## config.mk

```make
export PLATFORM = sky130hd
export DESIGN_NAME = exec_arith_mc
export DESIGN_NICKNAME = d
export VERILOG_FILES = /design/src/rtl/exec_arith_mc_pkg.sv /design/src/rtl/exec_arith_mc_div_iter.sv /design/src/rtl/exec_arith_mc.sv
export SDC_FILE = /design/constraint.sdc
export NUM_CORES = 1
export LEC_CHECK = 0
export BUFFER_PORTS_ARGS = -buffer_cell sky130_fd_sc_hd__buf_2
export CAP_MARGIN = 40
export CORE_MARGIN = 3
export CORE_UTILIZATION = 55
export CTS_CLUSTER_SIZE = 25
export DETAILED_ROUTE_END_ITERATION = 12
export GPL_TIMING_DRIVEN = 0
export HOLD_SLACK_MARGIN = 0.12
export MAX_ROUTING_LAYER = met4
export PLACE_DENSITY = 0.74
export SYNTH_ARGS = -nofsm -noshare
export SYNTH_HDL_FRONTEND = slang
export SYNTH_HIERARCHICAL = 1
export SYNTH_SLANG_ARGS = --single-unit
```

## constraint.sdc

```tcl
create_clock -name clk -period 8.6 [get_ports clk]
set_input_delay 1.72 -clock clk [delete_from_list [all_inputs] [get_ports clk]]
set_output_delay 1.72 -clock clk [all_outputs]
set_load 0.05 [all_outputs]
```

## src/rtl/exec_arith_mc_pkg.sv

```systemverilog
// Shared definitions for the multi-cycle arithmetic execute stage:
// opcode map, flag bit positions and divider FSM state encodings.
package exec_arith_mc_pkg;

    localparam logic [4:0] OP_ADD = 5'd0;
    localparam logic [4:0] OP_SUB = 5'd1;
    localparam logic [4:0] OP_MUL = 5'd2;
    localparam logic [4:0] OP_DIV = 5'd3;
    localparam logic [4:0] OP_CMP = 5'd4;
    localparam logic [4:0] OP_ABS = 5'd5;
    localparam logic [4:0] OP_ADC = 5'd6;
    localparam logic [4:0] OP_SBC = 5'd7;

    localparam int unsigned F_C = 3;
    localparam int unsigned F_Z = 2;
    localparam int unsigned F_S = 1;
    localparam int unsigned F_V = 0;

    localparam logic [1:0] S_IDLE = 2'd0;
    localparam logic [1:0] S_BUSY = 2'd1;
    localparam logic [1:0] S_DONE = 2'd2;

    function automatic logic sets_flags(input logic [4:0] op);
        return (op == OP_ADD) || (op == OP_SUB) || (op == OP_CMP) ||
               (op == OP_ADC) || (op == OP_SBC);
    endfunction

endpackage

```

## src/rtl/exec_arith_mc_div_iter.sv

```systemverilog
// Iterative restoring divider, one quotient bit per cycle (IDLE/BUSY/DONE).
// Define EXEC_DIV_SIGNED_EN for signed division (truncating toward zero).
module exec_div_iter
    import exec_arith_mc_pkg::*;
#(
    parameter int unsigned W = 16
) (
    input  logic         clk,
    input  logic         reset,
    input  logic         start,
    input  logic         ack,
    input  logic [W-1:0] dividend,
    input  logic [W-1:0] divisor,
    output logic         busy,
    output logic         done,
    output logic [W-1:0] quotient
);

`ifdef EXEC_DIV_SIGNED_EN
    localparam bit SIGNED = 1'b1;
`else
    localparam bit SIGNED = 1'b0;
`endif
    localparam int unsigned CW = $clog2(W);

    logic [1:0]    state;
    logic [CW-1:0] count;
    logic [W-1:0]  rem;
    logic [W-1:0]  q;
    logic [W-1:0]  d;
    logic          neg;
    logic [W-1:0]  a_mag;
    logic [W-1:0]  b_mag;
    logic [W:0]    shifted;
    logic [W:0]    diff;
    logic          ge;

    // Signed mode divides magnitudes; a zero divisor yields an all-ones
    // magnitude, which the sign fix-up turns into 1 for negative dividends.
    assign a_mag = (SIGNED && dividend[W-1]) ? -dividend : dividend;
    assign b_mag = (SIGNED && divisor[W-1])  ? -divisor  : divisor;

    assign shifted = {rem, q[W-1]};
    assign diff    = shifted - {1'b0, d};
    assign ge      = ~diff[W];

    assign busy     = (state == S_BUSY);
    assign done     = (state == S_DONE);
    assign quotient = neg ? -q : q;

    always_ff @(posedge clk or negedge reset) begin
        if (!reset) begin
            state <= S_IDLE;
            count <= '0;
            rem   <= '0;
            q     <= '0;
            d     <= '0;
            neg   <= 1'b0;
        end else begin
            case (state)
                S_IDLE: if (start) begin
                    q     <= a_mag;
                    d     <= b_mag;
                    rem   <= '0;
                    neg   <= SIGNED & (dividend[W-1] ^ divisor[W-1]);
                    count <= CW'(W - 1);
                    state <= S_BUSY;
                end
                S_BUSY: begin
                    rem <= ge ? diff[W-1:0] : shifted[W-1:0];
                    q   <= {q[W-2:0], ge};
                    if (count == '0) state <= S_DONE;
                    else             count <= count - CW'(1);
                end
                S_DONE: if (ack) state <= S_IDLE;
                default: state <= S_IDLE;
            endcase
        end
    end

endmodule

```

## src/rtl/exec_arith_mc.sv

```systemverilog
// Multi-cycle arithmetic execute stage with flags register and iterative divider.
// Define EXEC_DIV_SIGNED_EN to make DIV signed.
module exec_arith_mc
    import exec_arith_mc_pkg::*;
#(
    parameter int unsigned W_OPR = 16,
    parameter int unsigned W_RD  = 4,
    parameter int unsigned W_OPC = 7
) (
    input  logic             clk,
    input  logic             reset,
    input  logic             v_i,
    input  logic             stall_i,
    output logic             stall_o,
    input  logic [W_OPC-1:0] opecode_i,
    input  logic [W_OPR-1:0] opr0_i,
    input  logic [W_OPR-1:0] opr1_i,
    input  logic             wb_i,
    input  logic [W_RD-1:0]  wb_r_i,
    output logic             v_o,
    output logic [W_OPR-1:0] result_o,
    output logic [W_RD-1:0]  wb_r_o,
    output logic             wb_o,
    output logic [3:0]       flags_o
);

    logic [4:0]       op;
    logic             unused_opc;
    logic             is_div;
    logic             is_sub;
    logic             cin;
    logic [W_OPR-1:0] b_eff;
    logic [W_OPR:0]   sum;
    logic [W_OPR-1:0] prod;
    logic [W_OPR-1:0] abs_a;
    logic [W_OPR-1:0] res;
    logic [3:0]       new_flags;
    logic             div_busy;
    logic             div_done;
    logic [W_OPR-1:0] quotient;

    assign op         = opecode_i[4:0];
    assign unused_opc = ^opecode_i[W_OPC-1:5];
    assign is_div     = (op == OP_DIV);
    assign is_sub     = (op == OP_SUB) || (op == OP_CMP) || (op == OP_SBC);

    // One shared adder: subtraction is A + ~B + cin, so C=1 means no borrow.
    always_comb begin
        cin = 1'b0;
        if ((op == OP_SUB) || (op == OP_CMP))      cin = 1'b1;
        else if ((op == OP_ADC) || (op == OP_SBC)) cin = flags_o[F_C];
    end

    assign b_eff = is_sub ? ~opr1_i : opr1_i;
    assign sum   = {1'b0, opr0_i} + {1'b0, b_eff} + {{W_OPR{1'b0}}, cin};
    assign prod  = opr0_i * opr1_i;
    assign abs_a = opr0_i[W_OPR-1] ? -opr0_i : opr0_i;

    always_comb begin
        res = '0;
        case (op)
            OP_ADD, OP_SUB, OP_CMP, OP_ADC, OP_SBC: res = sum[W_OPR-1:0];
            OP_MUL:  res = prod;
            OP_ABS:  res = abs_a;
            default: res = '0;
        endcase
    end

    always_comb begin
        new_flags      = '0;
        new_flags[F_C] = sum[W_OPR];
        new_flags[F_Z] = (sum[W_OPR-1:0] == '0);
        new_flags[F_S] = sum[W_OPR-1];
        new_flags[F_V] = (opr0_i[W_OPR-1] == b_eff[W_OPR-1]) &&
                         (sum[W_OPR-1] != opr0_i[W_OPR-1]);
    end

    exec_div_iter #(.W(W_OPR)) u_div (
        .clk      (clk),
        .reset    (reset),
        .start    (v_i & is_div & ~stall_i),
        .ack      (~stall_i),
        .dividend (opr0_i),
        .divisor  (opr1_i),
        .busy     (div_busy),
        .done     (div_done),
        .quotient (quotient)
    );

    assign stall_o = stall_i | div_busy | (~div_busy & ~div_done & v_i & is_div);

    // In DONE the DIV still held on the inputs is the completing instruction.
    always_ff @(posedge clk or negedge reset) begin
        if (!reset) begin
            v_o      <= 1'b0;
            result_o <= '0;
            wb_r_o   <= '0;
            wb_o     <= 1'b0;
            flags_o  <= '0;
        end else if (!stall_i) begin
            if (div_done) begin
                v_o      <= 1'b1;
                result_o <= quotient;
                wb_r_o   <= wb_r_i;
                wb_o     <= wb_i;
            end else if (stall_o) begin
                v_o  <= 1'b0;
                wb_o <= 1'b0;
            end else begin
                v_o      <= v_i;
                result_o <= res;
                wb_r_o   <= wb_r_i;
                wb_o     <= wb_i & v_i & (op != OP_CMP);
                if (v_i && sets_flags(op)) flags_o <= new_flags;
            end
        end
    end

endmodule

```

==> results of run 1 <==
[layout make-up]
type / count / area [µm²] / share of cell area
buffer: 58 / 257.7 / 0.02361
clock buffer: 10 / 239.0 / 0.02189
clock inverter: 5 / 33.78 / 0.003094
inverter: 145 / 544.3 / 0.04985
multi-input combinational: 890 / 7179 / 0.6576
sequential: 80 / 2002 / 0.1834
tap: 225 / 281.5 / 0.02578
timing repair buffer: 71 / 380.4 / 0.03484
[cell families (layout without fill, tap and decap cells)]
kind of cell | Yosys count | in the layout
buffers and inverters | 203 | 289
and+or+nand+nor | 360 | 360
adders and majority gates | 165 | 165
xor gates and xnor gates | 93 | 93
muxes | 30 | 30
AOI/OAI and AO/OA | 242 | 242
DFF | 80 | 80
[synth_stat cells, types with 15 or more instances]
cell | instances | area, µm²
sky130_fd_sc_hd__inv_1 | 144 | 540.5
sky130_fd_sc_hd__o21ai_0 | 63 | 315.3
sky130_fd_sc_hd__xor2_1 | 16 | 140.1
sky130_fd_sc_hd__dfrtp_1 | 80 | 2002
sky130_fd_sc_hd__nand2_1 | 167 | 626.9
sky130_fd_sc_hd__nor3_1 | 15 | 75.07
sky130_fd_sc_hd__ha_1 | 82 | 1026
sky130_fd_sc_hd__nor2_1 | 44 | 165.2
sky130_fd_sc_hd__and2_1 | 72 | 450.4
sky130_fd_sc_hd__mux2i_1 | 28 | 280.3
sky130_fd_sc_hd__xnor2_1 | 76 | 665.6
sky130_fd_sc_hd__clkbuf_1 | 47 | 176.4
sky130_fd_sc_hd__fa_1 | 83 | 1662
sky130_fd_sc_hd__a21oi_1 | 58 | 290.3
[flip-flops by register name, indices dropped and copies added, names as in the netlist]
signal and flops:
wb_o 1, flags_o 4, u_div/q 16, u_div/rem 16
u_div/state 2, u_div/d 16, wb_r_o 4, u_div/count 4
v_o 1, result_o 16
[path summary, 6_finish.rpt]
path,start,to,depth (start not counted)
max,opr0_i[3],result_o[15],20
min,wb_r_o[0],wb_r_o[0],2
max reg2reg,u_div/state[1],flags_o[2],12
min reg2reg,wb_r_o[0],wb_r_o[0],2
max in group asynchronous,reset,wb_o,2
min in group asynchronous,reset,u_div/rem[8],1
[power groups by stage]
stage | Sequential, mW | Clock (mW) | Combinational (mW)
floorplan | 0.630 | 0 | 1.64
global placement | 0.573 | 0 | 2.30
detailed placement | 0.576 | 0 | 2.34
CTS | 0.571 | 0.359 | 2.36
global route | 0.585 | 0.372 | 2.64
finish | 0.572 | 0.354 | 2.36
[stage by stage]
step           instance area (µm²)  utilization  setup WS, ns
3_5_place_dp                 10650       0.6070        0.6135
5_1_grt                      10920       0.6226        0.6326
6_report                     10920       0.6226        0.8861
2_1_floorplan                 9983            -         1.781
3_3_place_gp                 10620       0.6053        0.6630
4_1_cts                      10920       0.6226        0.9421
[critical path, delay by kind of cell]
family                     cells  cell delay, ns
buffers and inverters          5            1.15
xor gates and xnor gates       6            1.50
AOI/OAI and AO/OA              2            0.42
adders and majority gates      6            3.03
and+or+nand+nor                1            0.13
[metal layers]
| metal | vias up | global-route usage |
|---|---|---|
| li1 | 4075 | - |
| met1 | 4184 | 0.3966 |
| met2 | 330 | 0.4604 |
| met3 | 75 | 0.03596 |
| met4 | 0 | 0.1112 |
| met5 | - | - |
==> summary.txt, run 1 <==
CLOCK NETWORK
-----------------------------------------------------------------------------------------------------------------
H-Tree Level Count .................................................................................            3
Number of clock sinks ..............................................................................           80
Maximum buffer depth of the clock tree .............................................................            2
Number of buffers inserted for hold repair after clock tree synthesis ..............................            0
Buffers inserted by post-CTS timing repair .........................................................            0
Reg clk slew, reported paths .......................................................................      0.06 ns
Num CTS Buffers ....................................................................................            9
Clock latency at the later pin of the worst-skew pair ..............................................      0.34 ns
Gates resized, CTS repair ..........................................................................            0
CTS tree ...........................................................................................          yes
Clock tree root buffer cell ........................................................................ sky130_fd_sc_hd__clkbuf_16

SYNTH
-----------------------------------------------------------------------------------------------------------------
Count of synthesis-stage warnings from yosys .......................................................            6
Synth Area in Compound Gates .......................................................................       0.1621
Seq/Total Area, Yosys ..............................................................................       0.2005
Number of synthesized register bits ................................................................           80
Number of flops mapped to enable cells by yosys ....................................................            0
Parity-gate share of the synthesized area counting xor and xnor cells ..............................      0.08297
Synthesized Nets ...................................................................................         1386
Main combinational cell family by area after synthesis .............................................  adder cells
Multiplexer share of the synthesized area ..........................................................      0.03033
Fraction of the mapped netlist area in simple logic gates ..........................................       0.1746
Proportion of synthesized flip-flops having asynchronous set or reset ..............................        1.000
Area of the mapped netlist .........................................................................     9983 µm²
Arithmetic-cell share of the synthesized area counting full adders, half adders and majority gates .       0.2692
Post-synthesis instance total ......................................................................         1173
Synthesized area per cell ..........................................................................    8.511 µm²
Most instantiated flip-flop cell in the synthesis netlist .......................................... sky130_fd_sc_hd__dfrtp_1
Number of different library cells in the post-synthesis netlist ....................................           80

STA
-----------------------------------------------------------------------------------------------------------------
Slew margin rel. ...................................................................................       0.3989
Final count of negative-setup-slack endpoints ......................................................            0
RSZ-0062 raised after global routing ...............................................................        false
Fin Hold WS ........................................................................................    0.4578 ns
Max Clk Rate .......................................................................................   0.1296 GHz
Total negative slack for setup checks ..............................................................         0 ns
Part of the cycle the worst path needs .............................................................       0.8970
Shortest period the worst path allows ..............................................................     7.714 ns
Largest clock skew in the final design .............................................................  0.005760 ns
Hold Fails Final Rpt ...............................................................................            0
Pin slew with the least headroom to its limit ......................................................    0.8996 ns
Slew Viols, Final ..................................................................................            0

PWR
-----------------------------------------------------------------------------------------------------------------
Clock power frac ...................................................................................        0.108
Peak ir drop on the vdd network ....................................................................  0.0006838 V
Post-layout power ..................................................................................     3.281 mW
Sw frac ............................................................................................       0.5072
Pint ...............................................................................................     1.617 mW
Net load switching power ...........................................................................     1.664 mW
Comb power frac ....................................................................................        0.718
Static leakage .....................................................................................     5.142 nW
Sequential fraction of design power ................................................................        0.174
Power Dens Cells ................................................................................... 300.5 nW/µm²

WORST SETUP PATH
-----------------------------------------------------------------------------------------------------------------
CP Class ........................................................................................... primary input to register
Critical Path Max Stage Delay ......................................................................      0.57 ns
Arrival @ worst endpoint ...........................................................................      7.96 ns
Register-to-Register Setup Slack ...................................................................      4.94 ns
Critical Path Sink Type ............................................................................     register
Cell-by-cell listing of the critical path .......................................................... buf_2 -> clkbuf_1 -> clkbuf_1 -> nand2_1 -> fa_1 -> fa_1 -> inv_1 -> fa_1 -> fa_1 -> inv_1 -> fa_1 -> fa_1 -> xnor2_1 -> xnor2_1 -> xnor2_1 -> xnor2_1 -> xnor3_1 -> xnor2_1 -> a221oi_1 -> a311oi_1
Most prevalent standard cell on the critical path .................................................. sky130_fd_sc_hd__fa_1
Critical Path Start Type ........................................................................... primary input
Critical Path RT ...................................................................................      8.84 ns
Cell with the biggest individual delay on the critical path ........................................ sky130_fd_sc_hd__fa_1
CP max FO ..........................................................................................           10

FLOORPLAN
-----------------------------------------------------------------------------------------------------------------
I/O pins ...........................................................................................           75
Full die area ......................................................................................    19800 µm²
Area of the core ...................................................................................    17540 µm²
Starting utilization of the core area ..............................................................       0.5693
Horizontal die dimension ...........................................................................     140.7 µm
Number of standard-cell rows in the floorplan ......................................................           48
Die outline height .................................................................................     140.7 µm

DRT
-----------------------------------------------------------------------------------------------------------------
Post-detailed-route count of antenna-violating nets ................................................            0
Average wire per standard cell .....................................................................     18.39 µm
Wl on met1 .........................................................................................     11950 µm
Routed wire length on met2 .........................................................................     12760 µm
Length of the first detailed-routing pass in iterations ............................................            5
Post-DR vias/cell ..................................................................................        5.838
Max Used Layer .....................................................................................         met4
Iteration-0 DRC Markers ............................................................................          640
Final WL ...........................................................................................     27290 µm
Met3 WL post-DR ....................................................................................      1690 µm
DRC viols ..........................................................................................            0
Vias post-DR .......................................................................................         8664

PLACE
-----------------------------------------------------------------------------------------------------------------
Weighted congestion at the end of routability-driven global placement ..............................       0.9240
Post-detailed-placement half-perimeter wirelength ..................................................     21540 µm
# placed instances .................................................................................         1469
Count of input and output buffers ..................................................................           70

GLOBAL ROUTING
-----------------------------------------------------------------------------------------------------------------
Initial antenna violation count ....................................................................            0
Global-route congestion overflow total .............................................................            0
Total track usage ..................................................................................       0.2949
Maximum number of pins on one net before global-route repair .......................................           58
Global-route wire length before repair .............................................................     45200 µm
Number of global-route vias before repair ..........................................................         8700

RUN STATUS
-----------------------------------------------------------------------------------------------------------------
Outcome ............................................................................................ finished clean

LAYOUT
-----------------------------------------------------------------------------------------------------------------
Post-layout instance count excluding filler cells ..................................................         1484
Count of nets after finishing ......................................................................         1468
Area added between synthesis and finish ............................................................       9.362%
Filler Cells Inserted ..............................................................................         1564
Most frequent standard cell in the layout excluding fill and tap cells ............................. sky130_fd_sc_hd__nand2_1
Fraction of layout cells with a size suffix above 1 ................................................      0.09055
Antenna diode count ................................................................................            0
Highest-count cells in the layout ignoring fill and taps ........................................... sky130_fd_sc_hd__nand2_1 (167), sky130_fd_sc_hd__inv_1 (144), sky130_fd_sc_hd__fa_1 (83)

MIN PATH
-----------------------------------------------------------------------------------------------------------------
Hold WC Path Type .................................................................................. register to register

RUN
-----------------------------------------------------------------------------------------------------------------
Max-cap check violation count ......................................................................            0

Power figures use the tool's default switching activity.
==> inputs of run 2 (changes only) <==
- CAP_MARGIN: 40 -> 15
- PLACE_DENSITY: 0.74 -> unset
- PLACE_DENSITY_LB_ADDON: unset -> 0.15
==> summary.txt, run 2 (synthesis gave the netlist of run 1 again) <==
RUN STATUS
-------------------------------------------------------------------------------------
Outcome ................................................................ finished clean

DRT
-------------------------------------------------------------------------------------
Final WL ...............................................................     27360 µm
Length of the first detailed-routing pass in iterations ................            7
Iteration-0 DRC Markers ................................................          566
Average wire per standard cell .........................................     18.42 µm
Vias post-DR ...........................................................         8659
DRC viols ..............................................................            0
Post-DR vias/cell ......................................................        5.831
Post-detailed-route count of antenna-violating nets ....................            0

LAYOUT
-------------------------------------------------------------------------------------
Most frequent standard cell in the layout excluding fill and tap cells . sky130_fd_sc_hd__nand2_1
Count of nets after finishing ..........................................         1468
Filler Cells Inserted ..................................................         1598
Final std cell area, no fill ...........................................    10930 µm²
Post-layout instance count excluding filler cells ......................         1485
Highest-count cells in the layout ignoring fill and taps ............... sky130_fd_sc_hd__nand2_1 (167), sky130_fd_sc_hd__inv_1 (144), sky130_fd_sc_hd__fa_1 (83)
Antenna diode count ....................................................            0
Fraction of layout cells with a size suffix above 1 ....................      0.09127
Area added between synthesis and finish ................................       9.437%

STA
-------------------------------------------------------------------------------------
Slew margin rel. .......................................................       0.4053
Final count of negative-setup-slack endpoints ..........................            0
Total negative slack for setup checks ..................................         0 ns
RSZ-0062 raised after global routing ...................................        false
Pin slew with the least headroom to its limit ..........................    0.8902 ns
Hold Fails Final Rpt ...................................................            0
Part of the cycle the worst path needs .................................       0.8954
Slew Viols, Final ......................................................            0
Setup ws final .........................................................    0.8995 ns
Largest clock skew in the final design .................................  0.007889 ns
Shortest period the worst path allows ..................................     7.700 ns
Max Clk Rate ...........................................................   0.1299 GHz

CLOCK NETWORK
-------------------------------------------------------------------------------------
CTS tree ...............................................................          yes
Buffers inserted by post-CTS timing repair .............................            0
Maximum buffer depth of the clock tree .................................            2
Gates resized, CTS repair ..............................................            0
Clock tree root buffer cell ............................................ sky130_fd_sc_hd__clkbuf_16
H-Tree Level Count .....................................................            3
Number of clock sinks ..................................................           80
Reg clk slew, reported paths ...........................................      0.07 ns
Num CTS Buffers ........................................................            9
Number of buffers inserted for hold repair after clock tree synthesis ..            0
Clock latency at the later pin of the worst-skew pair ..................      0.34 ns

PWR
-------------------------------------------------------------------------------------
Clock power frac .......................................................        0.109
Net load switching power ...............................................     1.661 mW
Comb power frac ........................................................        0.716
Pint ...................................................................     1.617 mW
Post-layout power ......................................................     3.278 mW
Static leakage .........................................................     5.144 nW
Sequential fraction of design power ....................................        0.175
Power Dens Cells ....................................................... 300.0 nW/µm²
Peak ir drop on the vdd network ........................................  0.0005183 V
Sw frac ................................................................       0.5067

PLACE
-------------------------------------------------------------------------------------
Count of input and output buffers ......................................           70
Worst setup slack before clock tree synthesis ..........................    0.6171 ns
Area post-placement ....................................................    10650 µm²
Weighted congestion at the end of routability-driven global placement ..       0.9629
# placed instances .....................................................         1469
Post-detailed-placement half-perimeter wirelength ......................     21720 µm

WORST SETUP PATH
-------------------------------------------------------------------------------------
Critical Path RT .......................................................      8.84 ns
CP max FO ..............................................................           10
Critical Path Sink Type ................................................     register
Arrival @ worst endpoint ...............................................      7.94 ns
CP Class ............................................................... primary input to register
Register-to-Register Setup Slack .......................................      4.98 ns
Critical Path Start Type ............................................... primary input

FLOORPLAN
-------------------------------------------------------------------------------------
Starting utilization of the core area ..................................       0.5693
Number of standard-cell rows in the floorplan ..........................           48
Full die area ..........................................................    19800 µm²
Die outline height .....................................................     140.7 µm
I/O pins ...............................................................           75
Horizontal die dimension ...............................................     140.7 µm
Area of the core .......................................................    17540 µm²

GLOBAL ROUTING
-------------------------------------------------------------------------------------
Initial antenna violation count ........................................            0
Maximum number of pins on one net before global-route repair ...........           44
Number of global-route vias before repair ..............................         8501
Global-route congestion overflow total .................................            0
Global-route wire length before repair .................................     44670 µm
Total track usage ......................................................       0.2920

RUN
-------------------------------------------------------------------------------------
Max-cap check violation count ..........................................            0

MIN PATH
-------------------------------------------------------------------------------------
Hold WC Path Type ...................................................... register to register

-- run 2: cell types whose count changed in the layout (fill, tap and decap cells not counted), sizes merged --
cell / delta
clkbuf: -1
inv: +2
-- run 2: layout make-up --
type                    instances  area, µm²  area share
multi-input cells             890       7179      0.6571
flip-flops and latches         80       2002      0.1832
inverters                     145      544.3     0.04982
repair buffers                 71      380.4     0.03481
well taps                     225      281.5     0.02577
plain buffers                  58      257.7     0.02359
clock buffers                   9      225.2     0.02061
clock inverters                 7      55.05    0.005039
-- run 2: power by group through the flow --
stage | clock network, mW | logic (mW) | registers (mW)
3_5_place_dp | 0 | 2.34 | 0.577
6_report | 0.357 | 2.35 | 0.573
4_1_cts | 0.362 | 2.36 | 0.571
2_1_floorplan | 0 | 1.64 | 0.630
5_1_grt | 0.381 | 2.64 | 0.586
3_3_place_gp | 0 | 2.31 | 0.575
-- run 2: final timing paths --
path,startpoint,endpoint,cells past startpoint
min in group asynchronous,reset,u_div/rem[7],1
worst min-delay path,wb_r_o[2],wb_r_o[2],2
worst min register to register,wb_r_o[2],wb_r_o[2],2
max in group asynchronous,reset,result_o[10],2
worst max-delay path,opr0_i[3],result_o[15],20
worst max register to register,u_div/state[1],flags_o[2],12
-- run 2: per-stage QoR --
stage | hold slack (ns) | utilization
floorplan | 0.4497 | -
global placement | 0.4448 | 0.6053
detailed placement | 0.4540 | 0.6070
CTS | 0.4690 | 0.6230
global route | 0.5053 | 0.6230
finish | 0.4623 | 0.6230
-- run 2: layer usage --
layer	up-vias	wire length [µm]	track usage
met2	277	13070	0.4690
met3	49	1576	0.02985
met4	0	619	0.08567
met5	-	0	-
met1	4259	12090	0.3959
li1	4074	-	-
-- run 2: critical path, cell delays in order --
cell                       delay [ns]
sky130_fd_sc_hd__buf_2           0.16
sky130_fd_sc_hd__clkbuf_1        0.38
sky130_fd_sc_hd__clkbuf_1        0.48
sky130_fd_sc_hd__nand2_1         0.14
sky130_fd_sc_hd__fa_1            0.43
sky130_fd_sc_hd__fa_1            0.54
sky130_fd_sc_hd__inv_1           0.05
sky130_fd_sc_hd__fa_1            0.47
sky130_fd_sc_hd__fa_1            0.60
sky130_fd_sc_hd__inv_1           0.07
sky130_fd_sc_hd__fa_1            0.52
sky130_fd_sc_hd__fa_1            0.49
sky130_fd_sc_hd__xnor2_1         0.25
sky130_fd_sc_hd__xnor2_1         0.18
sky130_fd_sc_hd__xnor2_1         0.16
sky130_fd_sc_hd__xnor2_1         0.16
sky130_fd_sc_hd__xnor3_1         0.46
sky130_fd_sc_hd__xnor2_1         0.27
sky130_fd_sc_hd__a221oi_1        0.14
sky130_fd_sc_hd__a311oi_1        0.26
